[src/rtl/arith_pkg.sv]
// Shared arithmetic definitions: FSM state encoding and default operand width.
// Latency: n/a (types and constants only).
// Backpressure: n/a.
package arith_pkg;

  typedef enum logic [1:0] {
    ST_IDLE  = 2'd0,
    ST_SHIFT = 2'd1,
    ST_DONE  = 2'd2
  } state_t;

  localparam int DEFAULT_WIDTH = 8;

endpackage

[src/rtl/full_sub.sv]
// Combinational 1-bit full subtractor: d = x - y - z, bo = borrow out.
// Latency: 0 cycles (pure combinational).
// Backpressure: none.
module full_sub (
  input  logic i_x,
  input  logic i_y,
  input  logic i_z,
  output logic o_d,
  output logic o_bo
);

  // Borrow dual of the full-adder cell.
  always_comb begin
    o_d  = i_x ^ i_y ^ i_z;
    o_bo = (~i_x & i_y) | (~(i_x ^ i_y) & i_z);
  end

endmodule

[src/rtl/serial_sub.sv]
// Bit-serial subtractor diff = a - b - bin, LSB-first, one bit per clock.
// Latency: WIDTH cycles busy after the accepting edge, done pulses the cycle after.
// Backpressure: start ignored while busy; a new start is accepted in IDLE or the DONE cycle.
module serial_sub
  import arith_pkg::*;
#(
  parameter int WIDTH = DEFAULT_WIDTH
) (
  input  logic             clk,
  input  logic             rst_n,
  input  logic             start,
  input  logic [WIDTH-1:0] a,
  input  logic [WIDTH-1:0] b,
  input  logic             bin,
  output logic             busy,
  output logic             done,
  output logic [WIDTH-1:0] diff,
  output logic             bout
);

  localparam int CW  = $clog2(WIDTH + 1);
  // Partial-result register holds the bits produced before the current one;
  // the current bit is appended when the result is committed.
  localparam int SRW = (WIDTH > 1) ? WIDTH - 1 : 1;
  localparam logic [CW-1:0] LAST_CNT = CW'(WIDTH - 1);

  state_t           r_state;
  state_t           w_next;
  logic [WIDTH-1:0] r_sa;
  logic [WIDTH-1:0] r_sb;
  logic [SRW-1:0]   r_sr;
  logic             r_br;
  logic [CW-1:0]    r_cnt;
  logic [WIDTH-1:0] r_diff;
  logic             r_bout;

  logic             w_d;
  logic             w_bo;
  logic             w_last;
  logic             w_accept;
  logic [SRW:0]     w_sr_cat;
  logic [WIDTH-1:0] w_result;

  full_sub u_cell (
    .i_x  (r_sa[0]),
    .i_y  (r_sb[0]),
    .i_z  (r_br),
    .o_d  (w_d),
    .o_bo (w_bo)
  );

  assign w_last   = (r_cnt == LAST_CNT);
  assign w_accept = start && ((r_state == ST_IDLE) || (r_state == ST_DONE));
  assign w_sr_cat = {w_d, r_sr};
  assign w_result = w_sr_cat[SRW -: WIDTH];

  // Next-state decode for the IDLE -> SHIFT -> DONE sequence.
  always_comb begin
    w_next = r_state;
    case (r_state)
      ST_IDLE:  if (start) w_next = ST_SHIFT;
      ST_SHIFT: if (w_last) w_next = ST_DONE;
      ST_DONE:  w_next = start ? ST_SHIFT : ST_IDLE;
      default:  w_next = ST_IDLE;
    endcase
  end

  // All datapath and control state; reset aborts any operation in flight.
  always_ff @(posedge clk or negedge rst_n) begin
    if (!rst_n) begin
      r_state <= ST_IDLE;
      r_sa    <= '0;
      r_sb    <= '0;
      r_sr    <= '0;
      r_br    <= 1'b0;
      r_cnt   <= '0;
      r_diff  <= '0;
      r_bout  <= 1'b0;
    end else begin
      r_state <= w_next;
      if (w_accept) begin
        r_sa  <= a;
        r_sb  <= b;
        r_br  <= bin;
        r_cnt <= '0;
      end else if (r_state == ST_SHIFT) begin
        r_sa  <= r_sa >> 1;
        r_sb  <= r_sb >> 1;
        r_sr  <= w_sr_cat[SRW:1];
        r_br  <= w_bo;
        r_cnt <= r_cnt + CW'(1);
        if (w_last) begin
          r_diff <= w_result;
          r_bout <= w_bo;
        end
      end
    end
  end

  assign busy = (r_state == ST_SHIFT);
  assign done = (r_state == ST_DONE);
  assign diff = r_diff;
  assign bout = r_bout;

endmodule

[config.mk]
export PLATFORM = sky130hd
export DESIGN_NAME = serial_sub
export DESIGN_NICKNAME = d
export VERILOG_FILES = /design/src/rtl/arith_pkg.sv /design/src/rtl/full_sub.sv /design/src/rtl/serial_sub.sv
export SDC_FILE = /design/constraint.sdc
export NUM_CORES = 1
export LEC_CHECK = 0
export BUFFER_PORTS_ARGS = -buffer_cell sky130_fd_sc_hd__buf_2
export CAP_MARGIN = 40
export CORE_ASPECT_RATIO = 1.1
export CORE_MARGIN = 3
export CORE_UTILIZATION = 48
export DETAILED_ROUTE_END_ITERATION = 6
export PLACE_DENSITY = 0.81
export SLEW_MARGIN = 10
export SYNTH_ARGS = -nofsm -noshare
export SYNTH_HDL_FRONTEND = slang
export SYNTH_HIERARCHICAL = 1
export SYNTH_SLANG_ARGS = --single-unit
[constraint.sdc]
create_clock -name clk -period 1.4 [get_ports clk]
set_input_delay 0.07 -clock clk [delete_from_list [all_inputs] [get_ports clk]]
set_output_delay 0.07 -clock clk [all_outputs]
set_load 0.01 [all_outputs]
**Word level (Yosys, flattened, before mapping)**

Index checks and enable logic that the tools add are counted.

- Reduce and logical (&&, ||, !) cells: 7
- Muxes and demuxes: 12
- Bitwise gates (word level): 8
- Add/subtract/negate cells: 1
- Equality and inequality tests: 5

Operator list:

| cell | number |
|---|---|
| $mux 8 | 4 |
| $mux 4 | 2 |
| $pmux 2 s3 | 1 |
| $add 4x1->4 const B | 1 |
| $eq 4x3->1 const B | 1 |
| $mux 2 | 2 |
| $reduce_and 2->1 | 2 |
| $mux 1 | 3 |
| $not 1->1 | 3 |
| $reduce_and 3->1 | 1 |
| $and 1x1->1 | 2 |
| $eq 2x1->1 const B | 1 |
| $eq 2x2->1 const B | 1 |
| $logic_not 2->1 | 1 |
| $ne 2x1->1 const B | 1 |
| $ne 2x2->1 const B | 1 |
| $reduce_bool 2->1 | 1 |
| $xor 1x1->1 | 2 |
| $logic_and 1x1->1 | 1 |
| $logic_or 1x1->1 | 1 |
| $or 1x1->1 | 1 |

- Bits of input ports: 20
- Output and inout port bits: 11
- Bits in registers: 39
- Word-level logic and storage cells: 41

**Depth between registers and ports, before layout**

Gate-level depths: netlist (run 1).

- Depth in word-level cells: 6
- Mapped depth: 7
- Depth with buffers taken out: 5

**Modules after synthesis**

Netlist (run 1), hierarchy kept.

By module, submodules not included:

| module | cells an instance | sequential area each (um^2) | area each (um^2) | times used |
|---|---|---|---|---|
| serial_sub | 159 | 975.9 | 1619.1 | 1 |
| full_sub | 4 | 0.0 | 31.3 | 1 |

**Worst setup path before layout (run 1)**

Ideal clock, no wire load.

- Path type: register to register
- Start: register r_state[1]
- End: register r_bout, in the netlist bout
- Required time: 1.275 ns
- Arrival time: 1.330 ns
- Setup time: 0.125 ns
- Slack: -0.054 ns
- Cell stages (with the launch flop): 5
- Period minus slack after synthesis: 1.454 ns
- Buffers on the path: 1
- Cell sequence: dfrtp_1 > nand2b_1 > buf_6 > nor3_4 > mux2_2

- Word-level cells in the longest chain between the ends: 5
- Elaborated cells between the ends (all ways): 7
- Those cells by class: 2 x eq/ne; 1 x bitwise; 4 x reduce/logical

Ends and longest elaborated chain:

| item | line | RTL |
|---|---|---|
| start, declared | serial_sub.sv:27 | `state_t r_state;` |
| start signal, assigned | serial_sub.sv:80 | `r_state <= w_next;` |
| $eq 2x2->1 / $logic_not 2->1 (equally long branches) | serial_sub.sv:53 | `assign w_accept = start && ((r_state == ST_IDLE) \|\| (r_state == ST_DONE));` |
| $logic_or 1x1->1 | serial_sub.sv:53 |  |
| $logic_and 1x1->1 | serial_sub.sv:53 |  |
| $not 1->1 (no line) | n/a |  |
| $reduce_and 3->1 (no line) * | n/a |  |
| end signal, assigned | serial_sub.sv:94 | `r_bout <= w_bo;` |
| end, declared | serial_sub.sv:35 | `logic r_bout;` |

Mark *: on every way between the ends. The rest lies on a longest branch, timed or not.
A chain may end at the register's enable or synchronous reset.

**Final worst setup path (run 1)**

- Start: register r_cnt[0]
- End: register r_diff[2], in the netlist diff[2]

- Word-level cells in the longest chain between the ends: 2

Ends and longest elaborated chain:

| item | line | RTL |
|---|---|---|
| start, declared | serial_sub.sv:33 | `logic [CW-1:0] r_cnt;` |
| start signal, assigned | serial_sub.sv:91 | `r_cnt <= r_cnt + CW'(1);` |
| $eq 4x3->1 | serial_sub.sv:52 | `assign w_last = (r_cnt == LAST_CNT);` |
| $reduce_and 3->1 (no line) | n/a |  |
| end signal, assigned | serial_sub.sv:93 | `r_diff <= w_result;` |
| end, declared | serial_sub.sv:34 | `logic [WIDTH-1:0] r_diff;` |

Every way passes these cells.

==> impl_results.md, run 1 <==
* Most area-consuming cells after synthesis: dfrtp_1, nand2_1, mux2_2, a31oi_1, nor2_1
* Max-cap violations at 0
* Synth async-reset ratio at 100.0%
* Clk buf depth at 2
* Antenna diodes at 0
* Period utilisation layout at 101.0%
* Cells after Synth at 163
* Worst path cell trace: ha_2, nand2_2, nor3_4, buf_6, mux2_2
* Worst VDD drop at 1.223 mV
* Arrival time worst endpoint at 1.66 ns
* Top FF cell, synth: dfrtp_1
* Post-synth EDFFs at 0
* Via Count at 1350
* DIE AREA at 0.004179 mm2
* Cts bufs inserted at 5
* Hold Path Class: in2reg
* Inst Count DP at 240
* Distinct cells, synth at 26
* WP buf/inv at 1
* Placed Area at 0.001917 mm2
* Slew headroom at 69.20%
* Post-route DRC violation count at 0
* H-tree depth at 2
* LEAKAGE at 0.001107 uW
* Top cell type by total area after synthesis: dfrtp_1
* Crit Path Class: reg2reg
* Launching point of the worst reg2reg path: r_cnt[0]
* Post-CTS setup buffers at 0
* Fillers at 226
* Total wire length at 3.989 mm
* Vias per cell at 5.056
* Nets@finish at 242
* Utilization after layout at 70.01%
* Slew Limit Fails at 0
* Largest net degree at the start of global routing at 23
* CP max stage cell: dfrtp_1
* Synth top cells by count: nand2_1, dfrtp_1, nor2_1
* Final Cell Area at 0.002226 mm2
* Synth Cell Area at 0.001650 mm2
* ANT nets after route at 0
* Initial drt markers at 55
* Share of the synthesized area in the top cell type at 59.14%
* Run status: finished, violations left
* Setup TNS at -0.01345 ns
* Post-Syn Nets at 185
* CTS clk-pin slew, worst paths at 0.11 ns
* Proportion of layout cells with a drive suffix above 1 at 28.96%
* PortBufs at 30
* CTS tree: yes
* 1st-pass router iterations at 4
* Yosys reg bits at 39
* FP Rows at 21
* Core Region at 0.003179 mm2
* Total track usage at 22.86%
* Most numerous cell in the Yosys netlist: nand2_1
* CP Max Fanout at 6
* Max Freq at 707.5 MHz
* Crit end category: register
* Number of global-route vias before repair at 1434
* Fin crit period at 1.413 ns
* Die Ht at 67.50 um
* Initial Util at 51.91%
* # clock sinks at 39
* Non-filler instance count after layout at 267
* # setup viols final at 1
* Setup WS post-layout at -0.01345 ns
* First-pass GRT wire length at 6.693 mm
* Ys Warns at 6
* Sequential-to-total area share from yosys stat at 59.14%
* Chip width at 61.91 um
* Antenna violations before repair at 0
* Clock Latency Late Sink at 0.35 ns
* Slowest stage delay, CP at 0.40 ns
* Area grow syn2layout at 34.87%
* Overflow after GRT at 0
* CP Data Required Time at 1.64 ns
* Clock Skews at 0.006623 ns
* Hpwl dp at 2.324 mm
* Hold_sp: start
* Critical path launch point type: register
* Top cell family by delay on the critical path: flip-flops
* Final hold viol count at 0
* DR WL/cell at 14.94 um
* Placer Congestion at 0.7647
* Final Hold Slack at 0.1039 ns
* Pwr/cell area at 2119 mW/mm2
* Root Driver: clkbuf_4
* # IOs at 31
* Slew @ Worst Pin at 0.4620 ns
* Failing checks: negative setup slack
* Worst setup path start: r_cnt[0]
* RSZ-0062 raised after global routing: true
* Avg Inst Size Synth at 10.12 um2
==> cells by family (layout without fill, tap and decap cells) <==
family | Yosys count | after routing | synth area share (%)
adders and majority gates | 2 | 2 | 1.971
buffers and inverters | 14 | 72 | 3.866
muxes | 10 | 10 | 6.748
AOI/OAI and AO/OA | 19 | 19 | 7.505
and+or+nand+nor | 77 | 77 | 19.71
DFF | 39 | 39 | 59.14
xor gates and xnor gates | 2 | 2 | 1.062
==> tightest hold or removal path, cell delays in order <==
cell	delay, ns
buf_2	0.09
and2b_1	0.21
nor2_1	0.07
==> metrics by stage <==
stage	setup slack, ns	total power (uW)
finish	-0.01345	4717
global route	-0.06565	5078
CTS	0.01595	4643
detailed placement	-0.02702	3787
global placement	0.03061	3692
floorplan	-0.05444	3146
==> worst paths after layout <==
check	end	slack, ns	cells past startpoint
max	diff[2]	-0.01	5
min	r_cnt[2]	0.10	3
max reg2reg	diff[2]	-0.01	5
min reg2reg	r_sr[0]	0.51	2
max in group asynchronous	r_sb[7]	0.75	3
min in group asynchronous	diff[3]	0.19	2
==> sequential cells by signal, indices dropped and copies added (netlist names) <==
signal   flops
r_br         1
r_state      2
bout         1
r_cnt        4
diff         8
r_sa         8
r_sb         8
r_sr         7
==> report_power, final <==
group | leakage, uW | internal (uW) | switching (uW) | total, uW
sequential | 0.000486 | 1640 | 338 | 1980
combinational | 0.000583 | 1020 | 1050 | 2070
clock | 0.0000375 | 293 | 375 | 668
total | 0.00111 | 2950 | 1760 | 4720
==> placed cells by master, fill, tap and decap left out, types with 2 or more instances in the layout <==
cell type | Yosys | routed
nand2_1 | 50 | 49
dfrtp_1 | 39 | 39
buf_2 | 3 | 30
dlygate4sd3_1 | 0 | 18
nor2_1 | 16 | 16
a31oi_1 | 11 | 11
buf_4 | 0 | 8
mux2_2 | 9 | 7
clkbuf_4 | 0 | 5
inv_1 | 4 | 3
and2b_1 | 2 | 2
mux2_4 | 0 | 2
a22oi_1 | 2 | 2
nand3_1 | 2 | 2
o22ai_1 | 2 | 2
nor3_1 | 2 | 2
a22o_1 | 2 | 2
clkbuf_8 | 0 | 2
buf_12 | 0 | 2
==> layer usage <==
metal	wire length, um	vias up	part of all wire [%]	track usage [%]
met4	197	0	4.9	13.00
met1	1588	635	40	28.09
met2	1962	49	49	34.42
met3	241	18	6.0	8.031
met5	0	-	0	0
li1	-	648	-	-
==> area by class of cell <==
cell class	instances	area, um2	area share [%]
inverters	4	15.01	0.6745
well taps	46	57.56	2.586
multi-input cells	110	630.6	28.33
clock inverters	1	7.507	0.3373
clock buffers	7	65.06	2.923
flip-flops and latches	39	975.9	43.84
repair buffers	60	474.2	21.30
==> timing repair <==
action / in CTS / in global routing
setup endpoints to repair: 8 / 10
hold endpoints to repair: 52 / 0
gates resized for setup: 5 / 3
hold buffers: 18 / 0
cloned: 1 / 0
Power figures use the tool's default switching activity.
==> inputs of run 2 (changes only) <==
--- a/config.mk
+++ b/config.mk
@@ -7,9 +7,11 @@
 export LEC_CHECK = 0
 export BUFFER_PORTS_ARGS = -buffer_cell sky130_fd_sc_hd__buf_2
 export CAP_MARGIN = 40
+export CELL_PAD_IN_SITES_DETAIL_PLACEMENT = 0
+export CELL_PAD_IN_SITES_GLOBAL_PLACEMENT = 1
 export CORE_ASPECT_RATIO = 1.1
 export CORE_MARGIN = 3
-export CORE_UTILIZATION = 48
+export CORE_UTILIZATION = 37
 export DETAILED_ROUTE_END_ITERATION = 6
 export PLACE_DENSITY = 0.81
 export SLEW_MARGIN = 10
==> run 2 against run 1 <==
The flow now finishes without violations. Utilization fell by 20 points. Sequential power barely moved. Global-route usage fell by 8.8 points. First-iteration DRC count rose by 18%. Wire length fell by 17%. Register-to-register slack improved by 0.05 ns. Combinational power fell by 11%. Maximum frequency rose by 3.5%. Critical path type unchanged.
==> impl_results.md, run 2 (same netlist as run 1, synthesis figures left out) <==
* Via Count at 1239 (-8.2%)
* FP Rows at 24 (+14%)
* First-pass GRT wire length at 6.016 mm (-10%)
* Total track usage at 14.05% (-8.8 points)
* Max-cap violations at 0 (unchanged)
* Die Ht at 76.05 um (+13%)
* LEAKAGE at 0.001034 uW (-6.6%)
* Pwr/cell area at 2196 mW/mm2 (+3.6%)
* # IOs at 31 (unchanged)
* Crit end category: register
* Slowest stage delay, CP at 0.36 ns (-0.04 ns)
* Total wire length at 3.294 mm (-17%)
* Crit Path Class: reg2reg
* Clock Latency Late Sink at 0.29 ns (-0.06 ns)
* DR WL/cell at 12.77 um (-15%)
* Uppermost layer routed: met4
* PortBufs at 30 (unchanged)
* Vias per cell at 4.802 (-5.0%)
* Final Hold Slack at 0.009183 ns (-0.09471 ns)
* Fin crit period at 1.366 ns (-0.04773 ns)
* Root Driver: clkbuf_8
* Commonest non-fill, non-tap cell in the layout: nand2_1
* Cts bufs inserted at 5 (unchanged)
* Slew headroom at 71.21% (+2.0 points)
* Total design power at 4545 uW (-3.6%)
* DR WL met2 at 1.668 mm (-15%)
* Chip width at 69.68 um (+13%)
* Clock Skews at 0.007379 ns (+0.0007556 ns)
* Non-filler instance count after layout at 258 (-3.4%)
* CP max stage cell: dfrtp_1
* Proportion of layout cells with a drive suffix above 1 at 31.07% (+2.1 points)
* Fillers at 376 (+66%)
* Hpwl dp at 2.417 mm (+4.0%)
* Post-route DRC violation count at 0 (unchanged)
* Most frequent cells in the layout: nand2_1, dfrtp_1, buf_2, nor2_1
* Overflow after GRT at 0 (unchanged)
* Slew @ Worst Pin at 0.4318 ns (-0.03024 ns)
* RSZ-0062 raised after global routing: true
* # clock sinks at 39 (unchanged)
* Placer Congestion at 0.7352 (-3.9%)
* Register Area at 975.9 um2 (unchanged)
* DIE AREA at 0.005298 mm2 (+27%)
* # setup viols final at 0 (-1)
* CTS tree: yes
* Number of global-route vias before repair at 1342 (-6.4%)
* Multi-input logic area at 623.1 um2 (-1.2%)
* R2r setup slk at 0.03 ns (+0.05 ns)
* Slew Limit Fails at 0 (unchanged)
* Inst Count DP at 248 (+3.3%)
* ANT nets after route at 0 (unchanged)
* Largest net degree at the start of global routing at 23 (unchanged)
* Max Freq at 732.2 MHz (+3.5%)
* DP Worst Slack at -0.03536 ns (-0.008338 ns)
* CP Data Required Time at 1.57 ns (-0.07 ns)
* CP Max Fanout at 10 (+4)
* Met3 wire len at 105 um (-56%)
* Antenna violations before repair at 0 (unchanged)
* Nets@finish at 228 (-5.8%)
* H-tree depth at 2 (unchanged)
* Antenna diodes at 0 (unchanged)
* Period utilisation layout at 97.55% (-3.4 points)
* Final hold viol count at 0 (unchanged)
* Arrival time worst endpoint at 1.53 ns (-0.13 ns)
* 1st-pass router iterations at 4 (unchanged)
* Setup WS post-layout at 0.03427 ns (+0.04773 ns)
* Core Region at 0.004114 mm2 (+29%)
* WL met1 at 1.462 mm (-7.9%)
* Clk buf depth at 2 (unchanged)
* Post-CTS setup buffers at 0 (unchanged)
* CTS clk-pin slew, worst paths at 0.07 ns (-0.04 ns)
* Utilization after layout at 50.30% (-20 points)
* Critical path launch point type: register
* Hold Path Class: in2reg
* Run status: complete, no violations
* Area grow syn2layout at 25.40%
* Initial Util at 40.12% (-12 points)
* Initial drt markers at 65 (+18%)
* Worst path cell trace: ha_2, nand2_2, nor3_4, buf_12, mux2_2
* Worst VDD drop at 0.9001 mV (-26%)
-- run 2: cell types whose count changed in the layout (fill, tap and decap cells not counted), moves of 2 or more --
cell	before	now
mux2_4	2	0
clkbuf_4	5	0
dlygate4sd3_1	18	3
clkbuf_8	2	6
buf_4	8	11
mux2_2	7	9
-- run 2: worst paths after layout --
kind / startpoint / to / cells past startpoint
max in group asynchronous: rst_n / r_sr[4] / 3
worst min-delay path: bin / r_br / 3
worst min register to register: r_sr[0] / r_sr[0] / 2
worst max-delay path: r_cnt[0] / diff[6] / 5
worst max register to register: r_cnt[0] / diff[6] / 5
min in group asynchronous: rst_n / r_sb[5] / 2
-- run 2: report_power, final --
| group | switching [uW] | total [uW] | leakage [uW] | internal, uW |
|---|---|---|---|---|
| Clock | 364 | 750 | 0.0000470 | 386 |
| Sequential | 300 | 1950 | 0.000486 | 1650 |
| Combinational | 976 | 1850 | 0.000500 | 871 |
-- run 2: worst max-delay path, delay by kind of cell (launching register included) --
family                   cells  cell delay [ns]
adder cells (fa/ha/maj)      1             0.19
buffers and inverters        1             0.15
flip-flops                   1             0.36
multiplexers                 1             0.33
AND/OR/NAND/NOR              2             0.22
-- run 2: routing by layer --
layer  vias up  global-route usage, %
met5         -                      0
met4         0                  5.747
met3         6                  3.562
met2        14                  23.85
met1       601                  16.97
li1        618                      -
-- run 2: cell type report --
type | instances | area share, %
sequential | 39 | 47.16
inverter | 4 | 0.7255
timing repair buffer | 46 | 14.63
clock buffer | 6 | 3.990
tap | 52 | 3.144
clock inverter | 1 | 0.2418
multi-input combinational | 110 | 30.11
-- run 2: stage by stage --
| step | cell area [um2] | TNS, ns |
|---|---|---|
| CTS | 2064 | 0 |
| global route | 2069 | -0.3226 |
| global placement | 1939 | 0 |
| detailed placement | 1939 | -0.2640 |
| finish | 2069 | 0 |
| floorplan | 1650 | -0.4900 |
-- run 2: timing repair --
item	4_1_cts	5_1_grt
hold buffers	3	0
setup endpoints to repair	10	9
gates resized for setup	3	2
pin swaps	0	0
hold endpoints to repair	19	0
